**config.mk**
```make
export PLATFORM = sky130hd
export DESIGN_NAME = issue_scoreboard_ctrl
export DESIGN_NICKNAME = d
export VERILOG_FILES = /design/src/rtl/issue_pkg.sv /design/src/rtl/scoreboard_bank.sv /design/src/rtl/issue_scoreboard_ctrl.sv
export SDC_FILE = /design/constraint.sdc
export NUM_CORES = 1
export LEC_CHECK = 0
export ABC_AREA = 1
export ABC_CLOCK_PERIOD_IN_PS = 1930
export BUFFER_PORTS_ARGS = -buffer_cell sky130_fd_sc_hd__buf_2
export CAP_MARGIN = 30
export CELL_PAD_IN_SITES_DETAIL_PLACEMENT = 1
export CELL_PAD_IN_SITES_GLOBAL_PLACEMENT = 1
export CORE_ASPECT_RATIO = 1.2
export CORE_MARGIN = 1
export CORE_UTILIZATION = 32
export CTS_CLUSTER_DIAMETER = 100
export DETAILED_ROUTE_END_ITERATION = 7
export PLACE_DENSITY = 0.86
export SLEW_MARGIN = 5
export SYNTH_ARGS = -nofsm -noshare
export SYNTH_HDL_FRONTEND = slang
export SYNTH_SLANG_ARGS = --single-unit
export TNS_END_PERCENT = 5
```
**constraint.sdc**
```tcl
create_clock -name clk -period 1.93 [get_ports clk]
set_input_delay 0.0965 -clock clk [delete_from_list [all_inputs] [get_ports clk]]
set_output_delay 0.0965 -clock clk [all_outputs]
set_load 0.1 [all_outputs]
```
**src/rtl/issue_pkg.sv**
```systemverilog
// ----------------------------------------------------------------------------
// issue_pkg
// Shared definitions for the dual-issue scoreboard controller:
//   - instruction field widths and bundle width
//   - packed instruction struct {op, des, src1, src2}
//   - controller FSM state encoding
//   - helpers: bundle -> struct conversion, saturating counter add
// ----------------------------------------------------------------------------
package issue_pkg;

    localparam int OP_W     = 4;
    localparam int DES_W    = 4;
    localparam int SRC_W    = 4;
    localparam int INS_W    = OP_W + DES_W + 2 * SRC_W;
    localparam int REG_NUM  = 2 ** DES_W;
    localparam int WB_PORTS = 2;

    typedef struct packed {
        logic [OP_W-1:0]  op;
        logic [DES_W-1:0] des;
        logic [SRC_W-1:0] src1;
        logic [SRC_W-1:0] src2;
    } ins_t;

    typedef enum logic [1:0] {
        RUN   = 2'd0,
        DRAIN = 2'd1,
        FLUSH = 2'd2
    } state_t;

    // Reinterpret a raw instruction bundle as its fields.
    function automatic ins_t unpack_ins(input logic [INS_W-1:0] raw);
        return ins_t'(raw);
    endfunction

    // Add a small increment to a 32-bit counter, sticking at all-ones.
    function automatic logic [31:0] sat_add(input logic [31:0] a, input logic [1:0] n);
        logic [32:0] s;
        s = {1'b0, a} + {31'b0, n};
        return s[32] ? 32'hFFFF_FFFF : s[31:0];
    endfunction

endpackage

```
**src/rtl/scoreboard_bank.sv**
```systemverilog
// ----------------------------------------------------------------------------
// scoreboard_bank
// Per-register busy bits for the architectural register file.
//   clk, rst      : clock, asynchronous active-high reset
//   flush         : clear every busy bit (overrides set and clear)
//   wb_valid      : per-port writeback strobe
//   wb_addr       : per-port writeback destination (packed, port 0 in LSBs)
//   set_mask      : destinations of instructions issued this cycle
//   busy          : registered scoreboard
//   eb            : effective busy = busy with this cycle's writebacks removed
// ----------------------------------------------------------------------------
module scoreboard_bank
    import issue_pkg::*;
(
    input  logic                      clk,
    input  logic                      rst,
    input  logic                      flush,
    input  logic [WB_PORTS-1:0]       wb_valid,
    input  logic [WB_PORTS*DES_W-1:0] wb_addr,
    input  logic [REG_NUM-1:0]        set_mask,
    output logic [REG_NUM-1:0]        busy,
    output logic [REG_NUM-1:0]        eb
);

    logic [REG_NUM-1:0] busy_q;
    logic [REG_NUM-1:0] busy_d;
    logic [REG_NUM-1:0] clr_mask;
    logic [REG_NUM-1:0] port_mask [WB_PORTS];

    // One-hot decode of each writeback port.
    generate
        for (genvar gi = 0; gi < WB_PORTS; gi++) begin : g_wb_dec
            assign port_mask[gi] = wb_valid[gi]
                                 ? (REG_NUM'(1) << wb_addr[gi*DES_W +: DES_W])
                                 : '0;
        end
    endgenerate

    always_comb begin
        clr_mask = '0;
        for (int p = 0; p < WB_PORTS; p++) begin
            clr_mask = clr_mask | port_mask[p];
        end
    end

    assign eb = busy_q & ~clr_mask;

    // Clear first, then set: an instruction issued to a register that is
    // being written back this cycle keeps the register busy.
    assign busy_d = flush ? '0 : (eb | set_mask);

    always_ff @(posedge clk or posedge rst) begin
        if (rst) begin
            busy_q <= '0;
        end else begin
            busy_q <= busy_d;
        end
    end

    assign busy = busy_q;

endmodule

```
**src/rtl/issue_scoreboard_ctrl.sv**
```systemverilog
// ----------------------------------------------------------------------------
// issue_scoreboard_ctrl
// In-order dual-issue controller. Each cycle decides which of the two decoded
// slots may issue without RAW/WAW hazards, registers the issued pair and its
// register-file read addresses, and tracks destinations in a busy scoreboard.
// Serializing instructions wait for an empty scoreboard and issue alone;
// a branch flush kills everything in flight.
//
// Ports:
//   clk, rst          clock, asynchronous active-high reset
//   in_valid[1:0]     slot k holds a decoded instruction
//   in_ins0/in_ins1   {op,des,src1,src2} per slot
//   in_wr_en[1:0]     slot writes des
//   in_rd_en[3:0]     [2k]=src1 used, [2k+1]=src2 used for slot k
//   in_serial[1:0]    slot is serializing
//   in_ready[1:0]     slot consumed this cycle (combinational)
//   iss_ready         downstream can accept
//   iss_valid[1:0]    registered issued slots
//   iss_ins0/iss_ins1 registered issued instructions
//   rf_raddr          registered {s1_src2,s1_src1,s0_src2,s0_src1}
//   wb_valid, wb_addr writebacks clearing the scoreboard
//   flush             branch mispredict
//   busy_vec          current scoreboard
// Optional (macro ISSUE_STATS_EN): stat_issued, stat_raw_stall, stat_drain
// saturating 32-bit counters, cleared by rst only.
// ----------------------------------------------------------------------------
module issue_scoreboard_ctrl
    import issue_pkg::*;
(
    input  logic                      clk,
    input  logic                      rst,
    input  logic [1:0]                in_valid,
    input  logic [INS_W-1:0]          in_ins0,
    input  logic [INS_W-1:0]          in_ins1,
    input  logic [1:0]                in_wr_en,
    input  logic [3:0]                in_rd_en,
    input  logic [1:0]                in_serial,
    output logic [1:0]                in_ready,
    input  logic                      iss_ready,
    output logic [1:0]                iss_valid,
    output logic [INS_W-1:0]          iss_ins0,
    output logic [INS_W-1:0]          iss_ins1,
    output logic [4*SRC_W-1:0]        rf_raddr,
    input  logic [WB_PORTS-1:0]       wb_valid,
    input  logic [WB_PORTS*DES_W-1:0] wb_addr,
    input  logic                      flush,
    output logic [REG_NUM-1:0]        busy_vec
`ifdef ISSUE_STATS_EN
    ,
    output logic [31:0]               stat_issued,
    output logic [31:0]               stat_raw_stall,
    output logic [31:0]               stat_drain
`endif
);

    ins_t               s0;
    ins_t               s1;
    logic [REG_NUM-1:0] eb;
    logic [REG_NUM-1:0] set_mask;
    logic               eb_empty;
    logic               raw0, waw0, raw1, waw1;
    logic               issue0, issue1;

    state_t             state_q;
    logic [1:0]         iss_valid_q;
    ins_t               iss_ins0_q;
    ins_t               iss_ins1_q;
    logic [4*SRC_W-1:0] rf_raddr_q;

    assign s0 = unpack_ins(in_ins0);
    assign s1 = unpack_ins(in_ins1);

    scoreboard_bank u_bank (
        .clk      (clk),
        .rst      (rst),
        .flush    (flush),
        .wb_valid (wb_valid),
        .wb_addr  (wb_addr),
        .set_mask (set_mask),
        .busy     (busy_vec),
        .eb       (eb)
    );

    assign eb_empty = (eb == '0);

    // Slot 0 only sees registers still pending after this cycle's writebacks.
    assign raw0 = (in_rd_en[0] && eb[s0.src1]) || (in_rd_en[1] && eb[s0.src2]);
    assign waw0 = in_wr_en[0] && eb[s0.des];

    // Slot 1 additionally sees slot 0's destination, since they issue together.
    assign raw1 = (in_rd_en[2] && (eb[s1.src1] || (in_wr_en[0] && (s1.src1 == s0.des))))
               || (in_rd_en[3] && (eb[s1.src2] || (in_wr_en[0] && (s1.src2 == s0.des))));
    assign waw1 = in_wr_en[1] && (eb[s1.des] || (in_wr_en[0] && (s1.des == s0.des)));

    always_comb begin
        issue0 = 1'b0;
        issue1 = 1'b0;
        unique case (state_q)
            RUN: begin
                if (in_serial[0]) begin
                    issue0 = in_valid[0] && eb_empty;
                end else begin
                    issue0 = in_valid[0] && !raw0 && !waw0;
                end
                issue1 = issue0 && in_valid[1] && !raw1 && !waw1
                      && !in_serial[0] && !in_serial[1];
            end
            DRAIN: begin
                // Slot 0 is the waiting serial instruction; it goes alone.
                issue0 = in_valid[0] && eb_empty;
            end
            default: begin
                issue0 = 1'b0;
            end
        endcase
        if (rst || flush || !iss_ready) begin
            issue0 = 1'b0;
            issue1 = 1'b0;
        end
    end

    assign in_ready = {issue1, issue0};

    assign set_mask = ((issue0 && in_wr_en[0]) ? (REG_NUM'(1) << s0.des) : '0)
                    | ((issue1 && in_wr_en[1]) ? (REG_NUM'(1) << s1.des) : '0);

    // Controller FSM with registered issue outputs.
    always_ff @(posedge clk or posedge rst) begin
        if (rst) begin
            state_q     <= RUN;
            iss_valid_q <= '0;
            iss_ins0_q  <= '0;
            iss_ins1_q  <= '0;
            rf_raddr_q  <= '0;
        end else if (flush) begin
            state_q     <= FLUSH;
            iss_valid_q <= '0;
        end else begin
            unique case (state_q)
                RUN:     if (in_valid[0] && in_serial[0] && !eb_empty) state_q <= DRAIN;
                DRAIN:   if (eb_empty) state_q <= RUN;
                default: state_q <= RUN;
            endcase
            // With downstream stalled the issue registers hold their contents.
            if (iss_ready) begin
                iss_valid_q <= {issue1, issue0};
                if (issue0) begin
                    iss_ins0_q       <= s0;
                    rf_raddr_q[7:0]  <= {s0.src2, s0.src1};
                end
                if (issue1) begin
                    iss_ins1_q       <= s1;
                    rf_raddr_q[15:8] <= {s1.src2, s1.src1};
                end
            end
        end
    end

    assign iss_valid = iss_valid_q;
    assign iss_ins0  = iss_ins0_q;
    assign iss_ins1  = iss_ins1_q;
    assign rf_raddr  = rf_raddr_q;

`ifdef ISSUE_STATS_EN
    logic [31:0] stat_issued_q;
    logic [31:0] stat_raw_stall_q;
    logic [31:0] stat_drain_q;
    logic [1:0]  issue_cnt;
    logic        raw_stall;

    assign issue_cnt = {1'b0, issue0} + {1'b0, issue1};
    assign raw_stall = (state_q == RUN) && !flush && in_valid[0] && !in_serial[0] && raw0;

    // Counters survive a flush; only rst clears them.
    always_ff @(posedge clk or posedge rst) begin
        if (rst) begin
            stat_issued_q    <= '0;
            stat_raw_stall_q <= '0;
            stat_drain_q     <= '0;
        end else begin
            stat_issued_q    <= sat_add(stat_issued_q, issue_cnt);
            stat_raw_stall_q <= sat_add(stat_raw_stall_q, {1'b0, raw_stall});
            stat_drain_q     <= sat_add(stat_drain_q, {1'b0, (state_q == DRAIN)});
        end
    end

    assign stat_issued    = stat_issued_q;
    assign stat_raw_stall = stat_raw_stall_q;
    assign stat_drain     = stat_drain_q;
`endif

endmodule
```
==> impl_metrics.ini, run 1 <==
[run_status]
status = finished with violations
violations = setup timing

[hold_path]
holdPathStages = 3
min_from = in_ins0[14]
holdPathEnd = iss_ins0[14]$_DFFE_PP0P_
worstHoldPathType = primary input to flip-flop

[sta]
min_period_ps = 2550
fin_ws_ps = -619
fin_hold_ws_ps = 2.91
worst_slew_pin_slew_ps = 512
maxSlewHeadroom_pct = 66.1
fin_worst_skew_ps = 7.71
finalSetupViolations = 52
rsz0062_at_grt = yes
fmax_ghz = 0.392
hold_violations = 0
final_max_slew_viol_count = 0
period_share_pct = 132

[grt]
grt_max_degree = 29
use_met1_pct = 33.7
grt.busiest_layer = met2
grt_pass1_wl_mm = 31.1
track_usage_pct = 30.0
gr-total-overflow = 0
grt_util_met2_pct = 52.4
grtUsageMet3_pct = 4.73
grt_pass1_vias = 5987
antenna_found_initial = 0

[detailed_routing]
ant_nets = 0
drc_errors = 0
firstDrtPassIters = 5
avgRoutedWirePerCell_um = 21.7
vias = 6103
via_per_inst = 5.85
wirelength_mm = 22.6
drt_iter0_drc = 432

[clock_tree]
clkSinkCount = 52
clk_path_buf_depth = 2
clk_pin_slew_ps = 80
insertion_delay_ps = 310
clockRootBuffer = clkbuf_16
htree_levels = 2
numCtsBuffers = 5
cts_tree = done

[yosys]
synth_xor_area_share_pct = 0.632
synth.avg_cell_area_um2 = 6.31
synth_cells = 658
synth_nets = 714
synth_adder_area_share_pct = 0
synth_top_family_by_area = simple AND/OR/NAND/NOR gates
synth_compound_area_share_pct = 8.37
ys_seq_area_share_pct = 31.3
yosys-top-cells-area = dfrtp_1 31%, nand2_1 15%, nand3_1 12%
yosys.cell_types.count = 31
yosys_warnings = 0
synth-simple-area-share_pct = 46.8
synth_area_mm2 = 0.00416
synth.largest_area_cell = dfrtp_1
synth_top_area_share_pct = 31.3
ys_seq_elements = 52
muxShareOfSynthArea_pct = 0

[power]
intPower_mw = 2.06
pwr-share-seq_pct = 29.6
p_sw_mw = 2.22
p_clk_share_pct = 22.8
netSwitchingFraction_pct = 51.9
ir_worst_vdd_mv = 0.579
p_total_mw = 4.28
p_comb_share_pct = 47.5
power_density_mw_per_mm2 = 668
p_leak_nw = 3.26

[final_layout]
layout_commonest_cell = nand2_1
final_util_pct = 50.5
final_area_mm2 = 0.00640
drive_gt1_share_pct = 42.2
final_cell_mix = 142 x nand2_1, 121 x buf_2, 108 x buf_4
nFillCells = 1667
areaGrowthSynthToFinish_pct = 54.1
nets = 934
antenna_cells = 0

[critical_path]
r2r-end = iss_ins0[3]$_DFFE_PP0P_
critical_path.startpoint_type = primary input
path_max_fanout = 14
rr_worst_depth = 13
reg2reg_slack_ps = -610
path_class = primary input to flip-flop
crit_path_end_kind = flip-flop
required_ps = 2130
r2r-start = u_bank.busy[0]$_DFF_PP0_
arrival_ps = 2750

[placed_design]
place_area_mm2 = 0.00559
io_buffers = 123
gp_congestion = 0.946
dp_hpwl_mm = 14.5

[run]
cap_violations = 0

[die]
rows = 45
die_h_um = 127
dieArea_mm2 = 0.0134
initial_core_util_pct = 32.8
fp.coreArea_mm2 = 0.0127
pin_count = 124
die_w_um = 106
## layer usage
metal | routed length [um] | vias to the layer above
met2 | 10900 | 432
met5 | 0 | -
met1 | 8160 | 2914
li1 | - | 2595
met4 | 1780 | 0
met3 | 1830 | 162
## synthesized netlist by cell type
master     count
nand3_2        6
nor2_1        98
a2111oi_0      1
clkinv_1       4
o22ai_1        4
o21ai_0       12
nand4_2        1
o21ai_1       16
and3_1         1
buf_4         20
buf_2          4
a211oi_1       1
nor2_2         6
nand4_1       45
clkbuf_1      12
dfrtp_1       52
nor2_4         1
o2111ai_1      1
o211ai_1       6
buf_6          2
xnor2_1        3
inv_1         73
nor4_4         1
a21oi_1       19
nor3_2         3
nand2_4        1
nand3_1       97
nand2_1      162
inv_2          2
nand2_2        2
a221oi_1       2
## cell families after synthesis
| kind of cell | after synthesis |
|---|---|
| buffers and inverters | 117 |
| AO/OA/AOI/OAI | 62 |
| XOR/XNOR | 3 |
| AND/OR/NAND/NOR | 424 |
| flip-flops | 52 |
## worst max-delay path by stage
stage,cells past startpoint,end,start
after floorplan,19,u_bank.busy[14]$_DFF_PP0_,u_bank.busy[5]$_DFF_PP0_
after global placement,16,u_bank.busy[4]$_DFF_PP0_,wb_addr[0]
after detailed placement,16,u_bank.busy[6]$_DFF_PP0_,wb_addr[4]
after CTS,12,in_ready[0],u_bank.busy[13]$_DFF_PP0_
after global routing,17,u_bank.busy[10]$_DFF_PP0_,wb_addr[5]
final,17,iss_ins0[3]$_DFFE_PP0P_,wb_addr[5]
## repair_timing
action	in CTS	in global routing
hold endpoints to repair	21	1
cloned	0	1
endpoints found under the setup margin	52	52
hold buffers	6	1
gates resized for setup	38	71
setup buffers	13	13
pin swaps	18	29
## power by group through the flow
stage	Clock (mW)	Sequential, mW	Combinational, mW
floorplan	0	2.02	0.794
global placement	0	1.27	1.88
detailed placement	0	1.28	1.90
finish	0.976	1.27	2.03
global route	1.04	1.28	2.10
CTS	0.962	1.26	1.94
## state kept, by name, summed over array words and instances, names as in the netlist
register,cells
u_bank.busy,16
iss_ins0,15
iss_ins1,15
iss_valid,2
rf_raddr,2
state_q,2
## stage by stage
| stage | setup WS [ps] | std cells | setup TNS [ps] |
|---|---|---|---|
| 2_1_floorplan | -260 | 658 | -10720 |
| 3_3_place_gp | -453 | 1002 | -19070 |
| 3_5_place_dp | -544 | 1002 | -23170 |
| 4_1_cts | -313 | 1029 | -7870 |
| 5_1_grt | -700 | 1043 | -31400 |
| 6_report | -619 | 1043 | -27390 |
## critical path, stage by stage
cell	delay, ps
buf_2	140
inv_1	100
nor2_4	160
nand3_1	250
nand3_2	180
nand4_1	310
nor4_4	430
nand3_1	140
nand2_2	110
nand2_2	70
nand2_4	90
nand2_4	90
buf_6	150
buf_12	120
clkbuf_16	170
nand2_1	70
o21ai_1	60
## layout make-up
class                      count  area (um2)  area share (%)
multi-input combinational    489        2700            42.1
timing repair buffer         251        1730            26.9
sequential                    52        1320            20.6
inverter                      79         304            4.75
tap                          164         205            3.20
clock buffer                   5         125            1.95
clock inverter                 3        25.0           0.391
(Power assumes the default switching activity.)
==> run 2, diff against run 1 <==
--- a/config.mk
+++ b/config.mk
@@ -5,7 +5,6 @@
 export SDC_FILE = /design/constraint.sdc
 export NUM_CORES = 1
 export LEC_CHECK = 0
-export ABC_AREA = 1
 export ABC_CLOCK_PERIOD_IN_PS = 1930
 export BUFFER_PORTS_ARGS = -buffer_cell sky130_fd_sc_hd__buf_2
 export CAP_MARGIN = 30
@@ -13,8 +12,7 @@
 export CELL_PAD_IN_SITES_GLOBAL_PLACEMENT = 1
 export CORE_ASPECT_RATIO = 1.2
 export CORE_MARGIN = 1
-export CORE_UTILIZATION = 32
-export CTS_CLUSTER_DIAMETER = 100
+export CORE_UTILIZATION = 35
 export DETAILED_ROUTE_END_ITERATION = 7
 export PLACE_DENSITY = 0.86
 export SLEW_MARGIN = 5
==> run 2 against run 1 <==
Effect of this change:
- the run still ends with setup timing left
- die area shrank 11%
- hold slack better by 5.3 ps
- cell count down 24%
- core utilization up 7.2 points
- via count down 24%
- synthesized cell count shrank 36%
==> impl_metrics.ini, run 2 <==
[run_status]
violations = setup timing
status = finished with violations

[die]
dieArea_mm2 = 0.0120
pin_count = 124
initial_core_util_pct = 36.2
fp.coreArea_mm2 = 0.0111
rows = 42
die_h_um = 120
die_w_um = 100

[detailed_routing]
top_layer_used = met4
firstDrtPassIters = 4
met3_length_mm = 1.05
wl_met1_mm = 7.08
via_per_inst = 5.85
avgRoutedWirePerCell_um = 23.0
drt_iter0_drc = 237
vias = 4653
drc_errors = 0
route.met2.wl_mm = 9.19
ant_nets = 0
wirelength_mm = 18.3

[yosys]
synth_top_flop_cell = dfrtp_1
yosys-top-cells-area = dfrtp_1 32%, mux2_1 8.9%, mux4_2 5.6%
synth_top_area_share_pct = 32.3
yosys.cell_types.count = 58
synth.avg_cell_area_um2 = 9.58
ys_seq_area_share_pct = 32.3
synth.largest_area_cell = dfrtp_1
yosys_warnings = 0
postSynth.asyncResetShare_pct = 100
synth_common_cells = 52 x dfrtp_1, 36 x nor2_1, 32 x mux2_1
post-synth-top-count-cell = dfrtp_1
synth_nets = 477
synth_edf_count = 0
synth_cells = 421
synth_area_mm2 = 0.00403
ys_seq_elements = 52

[clock_tree]
insertion_delay_ps = 300
htree_levels = 2
clk_path_buf_depth = 2
clk_pin_slew_ps = 70
clkSinkCount = 52
cts_tree = done
numCtsBuffers = 5
clockRootBuffer = clkbuf_16

[final_layout]
final_cell_mix = 120 x buf_4, 119 x buf_2, 36 x dfrtp_1
antenna_cells = 0
layout_commonest_cell = buf_4
areaGrowthSynthToFinish_pct = 59.4
nets = 697
final_util_pct = 57.7
drive_gt1_share_pct = 57.3
largest_reg_flops = 16

[sta]
min_period_ps = 2800
period_share_pct = 145
rsz0062_at_grt = yes
fin_worst_skew_ps = 8.35
hold_violations = 0
maxSlewHeadroom_pct = 59.2
tns_ps = -40550
worst_slew_pin_slew_ps = 610
final_max_slew_viol_count = 0
finalSetupViolations = 52
fin_ws_ps = -870
fmax_ghz = 0.357

[hold_path]
worstHoldPathType = primary input to flip-flop
min_from = in_ins1[12]
holdPathStages = 2
holdPathEnd = iss_ins1[12]$_DFFE_PP0P_

[critical_path]
path_cells = o221ai_4 -> buf_4 -> mux4_2 -> mux2_4 -> o21ai_4 -> nand4b_1 -> o22ai_4 -> nand2_2 -> buf_12 -> mux2_1
cp_slowest_cell = mux4_2
max_stage_delay_ps = 430
arrival_ps = 2980
path_class = flip-flop to flip-flop
reg2reg_slack_ps = -870
path_max_fanout = 20
rr_worst_depth = 10
crit_path_end_kind = flip-flop
required_ps = 2110
r2r-end = iss_ins1[11]$_DFFE_PP0P_
critical_path.startpoint_type = flip-flop
r2r-start = u_bank.busy[4]$_DFF_PP0_

[grt]
antenna_found_initial = 0
grt_max_degree = 39
grt_pass1_wl_mm = 28.1
gr-total-overflow = 0
track_usage_pct = 31.2
grt_pass1_vias = 5045

[placed_design]
dp_hpwl_mm = 13.4
gp_congestion = 0.957
io_buffers = 123

[power]
power_density_mw_per_mm2 = 698
p_total_mw = 4.49
p_leak_nw = 3.04
ir_worst_vdd_mv = 0.416

[run]
cap_violations = 0
==> run 2: changes by cell type in the layout (fill, tap and decap cells not counted), moves of 16 or more <==
cell / previous run / this run
inv_1: 65 / 6
nand3_1: 77 / 12
nand2_1: 142 / 16
nor2_2: 18 / 1
nor2_1: 74 / 34
mux2_1: 0 / 20
a31oi_1: 0 / 16
nand3_2: 19 / 1
nand4_1: 45 / 10
nand2_2: 17 / 1
==> run 2: how the worst max path moves through the flow <==
stage / from / end / slack, ps / cells after the start
floorplan: u_bank.busy[7]$_DFF_PP0_ / iss_ins1[4]$_DFFE_PP0P_ / -880 / 9
global placement: wb_addr[6] / u_bank.busy[0]$_DFF_PP0_ / -1190 / 12
detailed placement: wb_addr[2] / u_bank.busy[14]$_DFF_PP0_ / -1300 / 12
CTS: wb_addr[7] / in_ready[1] / -820 / 14
global route: wb_addr[3] / in_ready[1] / -930 / 16
finish: u_bank.busy[4]$_DFF_PP0_ / iss_ins1[11]$_DFFE_PP0P_ / -870 / 10
==> run 2: kinds of logic after synthesis <==
| logic type | synth area share, % |
|---|---|
| DFF | 32.3 |
| and+or+nand+nor | 19.1 |
| xor gates and xnor gates | 2.17 |
| buffers and inverters | 7.57 |
| AOI/OAI and AO/OA | 21.1 |
| muxes | 17.8 |
==> run 2: final cells by class <==
| class | instances | area, um2 |
|---|---|---|
| sequential | 52 | 1320 |
| clock inverter | 1 | 7.51 |
| fill | 1292 | 4710 |
| tap | 154 | 193 |
| timing repair buffer | 264 | 1880 |
| clock buffer | 7 | 143 |
| multi-input combinational | 311 | 2860 |
| inverter | 7 | 26.3 |
==> run 2: repair_timing <==
action	in CTS	in global routing
pin swaps	20	5
hold buffers	1	0
hold endpoints to repair	14	0
setup endpoints to repair	52	52
resized for setup	56	10
buffers inserted	17	3
==> run 2: layer usage <==
metal,GRT usage [%],vias to the layer above
li1,-,2047
met1,35.5,2317
met2,55.0,212
met3,4.43,77
met4,18.2,0
met5,0,-
==> run 2: where the power goes <==
group	switching, mW	total [mW]	internal [mW]	leakage, nW
registers	0.0719	1.28	1.21	0.669
logic	1.79	2.27	0.481	2.30
clock network	0.420	0.938	0.518	0.0701
total	2.28	4.49	2.21	3.04
==> run 2: worst max-delay path: cells and delay by family (launching register included) <==
kind                   cells  cell delay [ps]
buffers and inverters      2              360
AND/OR/NAND/NOR            2              360
flip-flops                 1              400
multiplexers               3             1070
AO/OA/AOI/OAI              3              470
==> run 2: through the flow <==
stage / hold WS [ps] / instances / cell area [um2] / setup WS (ps)
CTS: 8.71 / 793 / 6350 / -815
detailed placement: 138 / 767 / 5780 / -1300
finish: 8.21 / 796 / 6430 / -870
global placement: 112 / 767 / 5780 / -1190
floorplan: 194 / 421 / 4230 / -875
global route: 13.2 / 796 / 6430 / -930
==> run 3, diff against run 2 <==
--- a/config.mk
+++ b/config.mk
@@ -7,13 +7,14 @@
 export LEC_CHECK = 0
 export ABC_CLOCK_PERIOD_IN_PS = 1930
 export BUFFER_PORTS_ARGS = -buffer_cell sky130_fd_sc_hd__buf_2
-export CAP_MARGIN = 30
+export CAP_MARGIN = 20
 export CELL_PAD_IN_SITES_DETAIL_PLACEMENT = 1
 export CELL_PAD_IN_SITES_GLOBAL_PLACEMENT = 1
 export CORE_ASPECT_RATIO = 1.2
 export CORE_MARGIN = 1
 export CORE_UTILIZATION = 35
 export DETAILED_ROUTE_END_ITERATION = 7
+export HOLD_SLACK_MARGIN = 0.03
 export PLACE_DENSITY = 0.86
 export SLEW_MARGIN = 5
 export SYNTH_ARGS = -nofsm -noshare
==> run 3 against run 2 <==
Effect of this change:
- highest routed layer unchanged
- the flow still finishes with violations (setup timing)
- sequential share of layout area shrank 0.19 points
- critical endpoint is now u_bank.busy[13]$_DFF_PP0_
- count of clock-buffer cells in the layout did not move
- clock power fell by 0.7%
- setup slack got worse by 46 ps
==> impl_metrics.ini, run 3 (same netlist as run 2, synthesis figures left out) <==
[final_layout]
drive_gt1_share_pct = 57.0
antenna_cells = 0
nets = 701
layout_commonest_cell = buf_2
areaGrowthSynthToFinish_pct = 61.0
final_cell_mix = 119 x buf_2, 116 x buf_4, 36 x dfrtp_1
final_area_mm2 = 0.00649
largest_reg_flops = 16

[grt]
grt_pass1_vias = 5082
grt_util_met2_pct = 55.2
grt_max_degree = 39
grt_pass1_wl_mm = 28.1
grt.busiest_layer = met2
track_usage_pct = 31.2
gr-total-overflow = 0
antenna_found_initial = 0
use_met1_pct = 35.5
grtUsageMet3_pct = 4.43

[sta]
period_share_pct = 147
tns_ps = -39460
min_period_ps = 2850
rsz0062_at_grt = yes
worst_slew_pin_slew_ps = 611
maxSlewHeadroom_pct = 59.2
fmax_ghz = 0.351
hold_violations = 0
fin_worst_skew_ps = 8.76
finalSetupViolations = 52
final_max_slew_viol_count = 0
fin_ws_ps = -916

[clock_tree]
clk_path_buf_depth = 2
clkSinkCount = 52
insertion_delay_ps = 300
clk_pin_slew_ps = 70
cts_tree = done
clockRootBuffer = clkbuf_16
htree_levels = 2
numCtsBuffers = 5

[power]
p_total_mw = 4.51
ir_worst_vdd_mv = 0.478
power_density_mw_per_mm2 = 694
p_leak_nw = 3.06

[critical_path]
cp_common_cell = buf_6
crit_path_end_kind = flip-flop
startpoint = wb_addr[3]
required_ps = 2110
cp_slowest_cell = o31ai_1
path_cells = buf_2 -> or3b_4 -> buf_6 -> o221ai_4 -> buf_6 -> mux4_2 -> mux2_4 -> o21ai_4 -> nand4b_1 -> buf_4 -> o31ai_1 -> a31oi_1 -> o21ai_0
r2r-start = u_bank.busy[1]$_DFF_PP0_
arrival_ps = 3030
path_max_fanout = 5
path_class = primary input to flip-flop
critical_path.startpoint_type = primary input
max_stage_delay_ps = 450

[run_status]
status = finished with violations
violations = setup timing

[placed_design]
io_buffers = 123
pre_cts_ws_ps = -1300
dp_hpwl_mm = 13.4
gp_congestion = 0.957
place_area_mm2 = 0.00578

[detailed_routing]
wirelength_mm = 18.4
via_per_inst = 5.86
ant_nets = 0
firstDrtPassIters = 5
avgRoutedWirePerCell_um = 23.1
drt_iter0_drc = 187
drc_errors = 0
vias = 4691

[die]
dieArea_mm2 = 0.0120
pin_count = 124
die_w_um = 100
die_h_um = 120
rows = 42
initial_core_util_pct = 36.2
fp.coreArea_mm2 = 0.0111

[hold_path]
worstHoldPathType = primary input to flip-flop
min_from = in_ins0[14]

[run]
cap_violations = 0
## run 3: power by group
| part | internal, mW | switching (mW) |
|---|---|---|
| Combinational | 0.499 | 1.80 |
| Clock | 0.518 | 0.413 |
| Sequential | 1.21 | 0.0722 |
## run 3: area by class of cell
type | instances | area (um2)
fillers | 1288 | 4650
multi-input cells | 311 | 2870
repair buffers | 268 | 1930
flip-flops and latches | 52 | 1320
well taps | 154 | 193
clock buffers | 7 | 143
inverters | 7 | 26.3
clock inverters | 1 | 7.51
## run 3: worst paths after layout
check,cells past startpoint,end,slack (ps)
min in group asynchronous,3,u_bank.busy[12]$_DFF_PP0_,370
setup / recovery,13,u_bank.busy[13]$_DFF_PP0_,-920
hold reg to reg,2,iss_valid[1]$_DFFE_PP0P_,490
max in group asynchronous,4,u_bank.busy[7]$_DFF_PP0_,990
setup reg to reg,11,u_bank.busy[1]$_DFF_PP0_,-820
hold / removal,2,iss_ins0[14]$_DFFE_PP0P_,30
## run 3: critical path: cells and delay by family
kind            cells  cell delay (ps)
compound gates      5             1210
mux                 2              380
simple gates        2              680
buf+inv             4              660
## run 3: metal layers
layer	routed length (um)	part of all wire, %
met5	0	0
met4	1020	5.5
met3	999	5.4
met2	9280	50
met1	7150	39
## run 3: repair_timing
| action | 4_1_cts | 5_1_grt |
|---|---|---|
| gates resized for setup | 56 | 13 |
| pin swaps | 20 | 6 |
| setup endpoints to repair | 52 | 52 |
| buffers inserted | 17 | 1 |
| cloned | 0 | 0 |
| endpoints found under the hold margin | 20 | 0 |
| hold buffers | 7 | 0 |
## run 3: through the flow
stage                     std cells  hold WS [ps]  util, %
after global routing            800          40.3     58.3
after floorplan                 421           194        -
after detailed placement        767           138     51.9
after CTS                       799          32.3     57.6
after global placement          767           112     51.9
final                           800          30.1     58.3
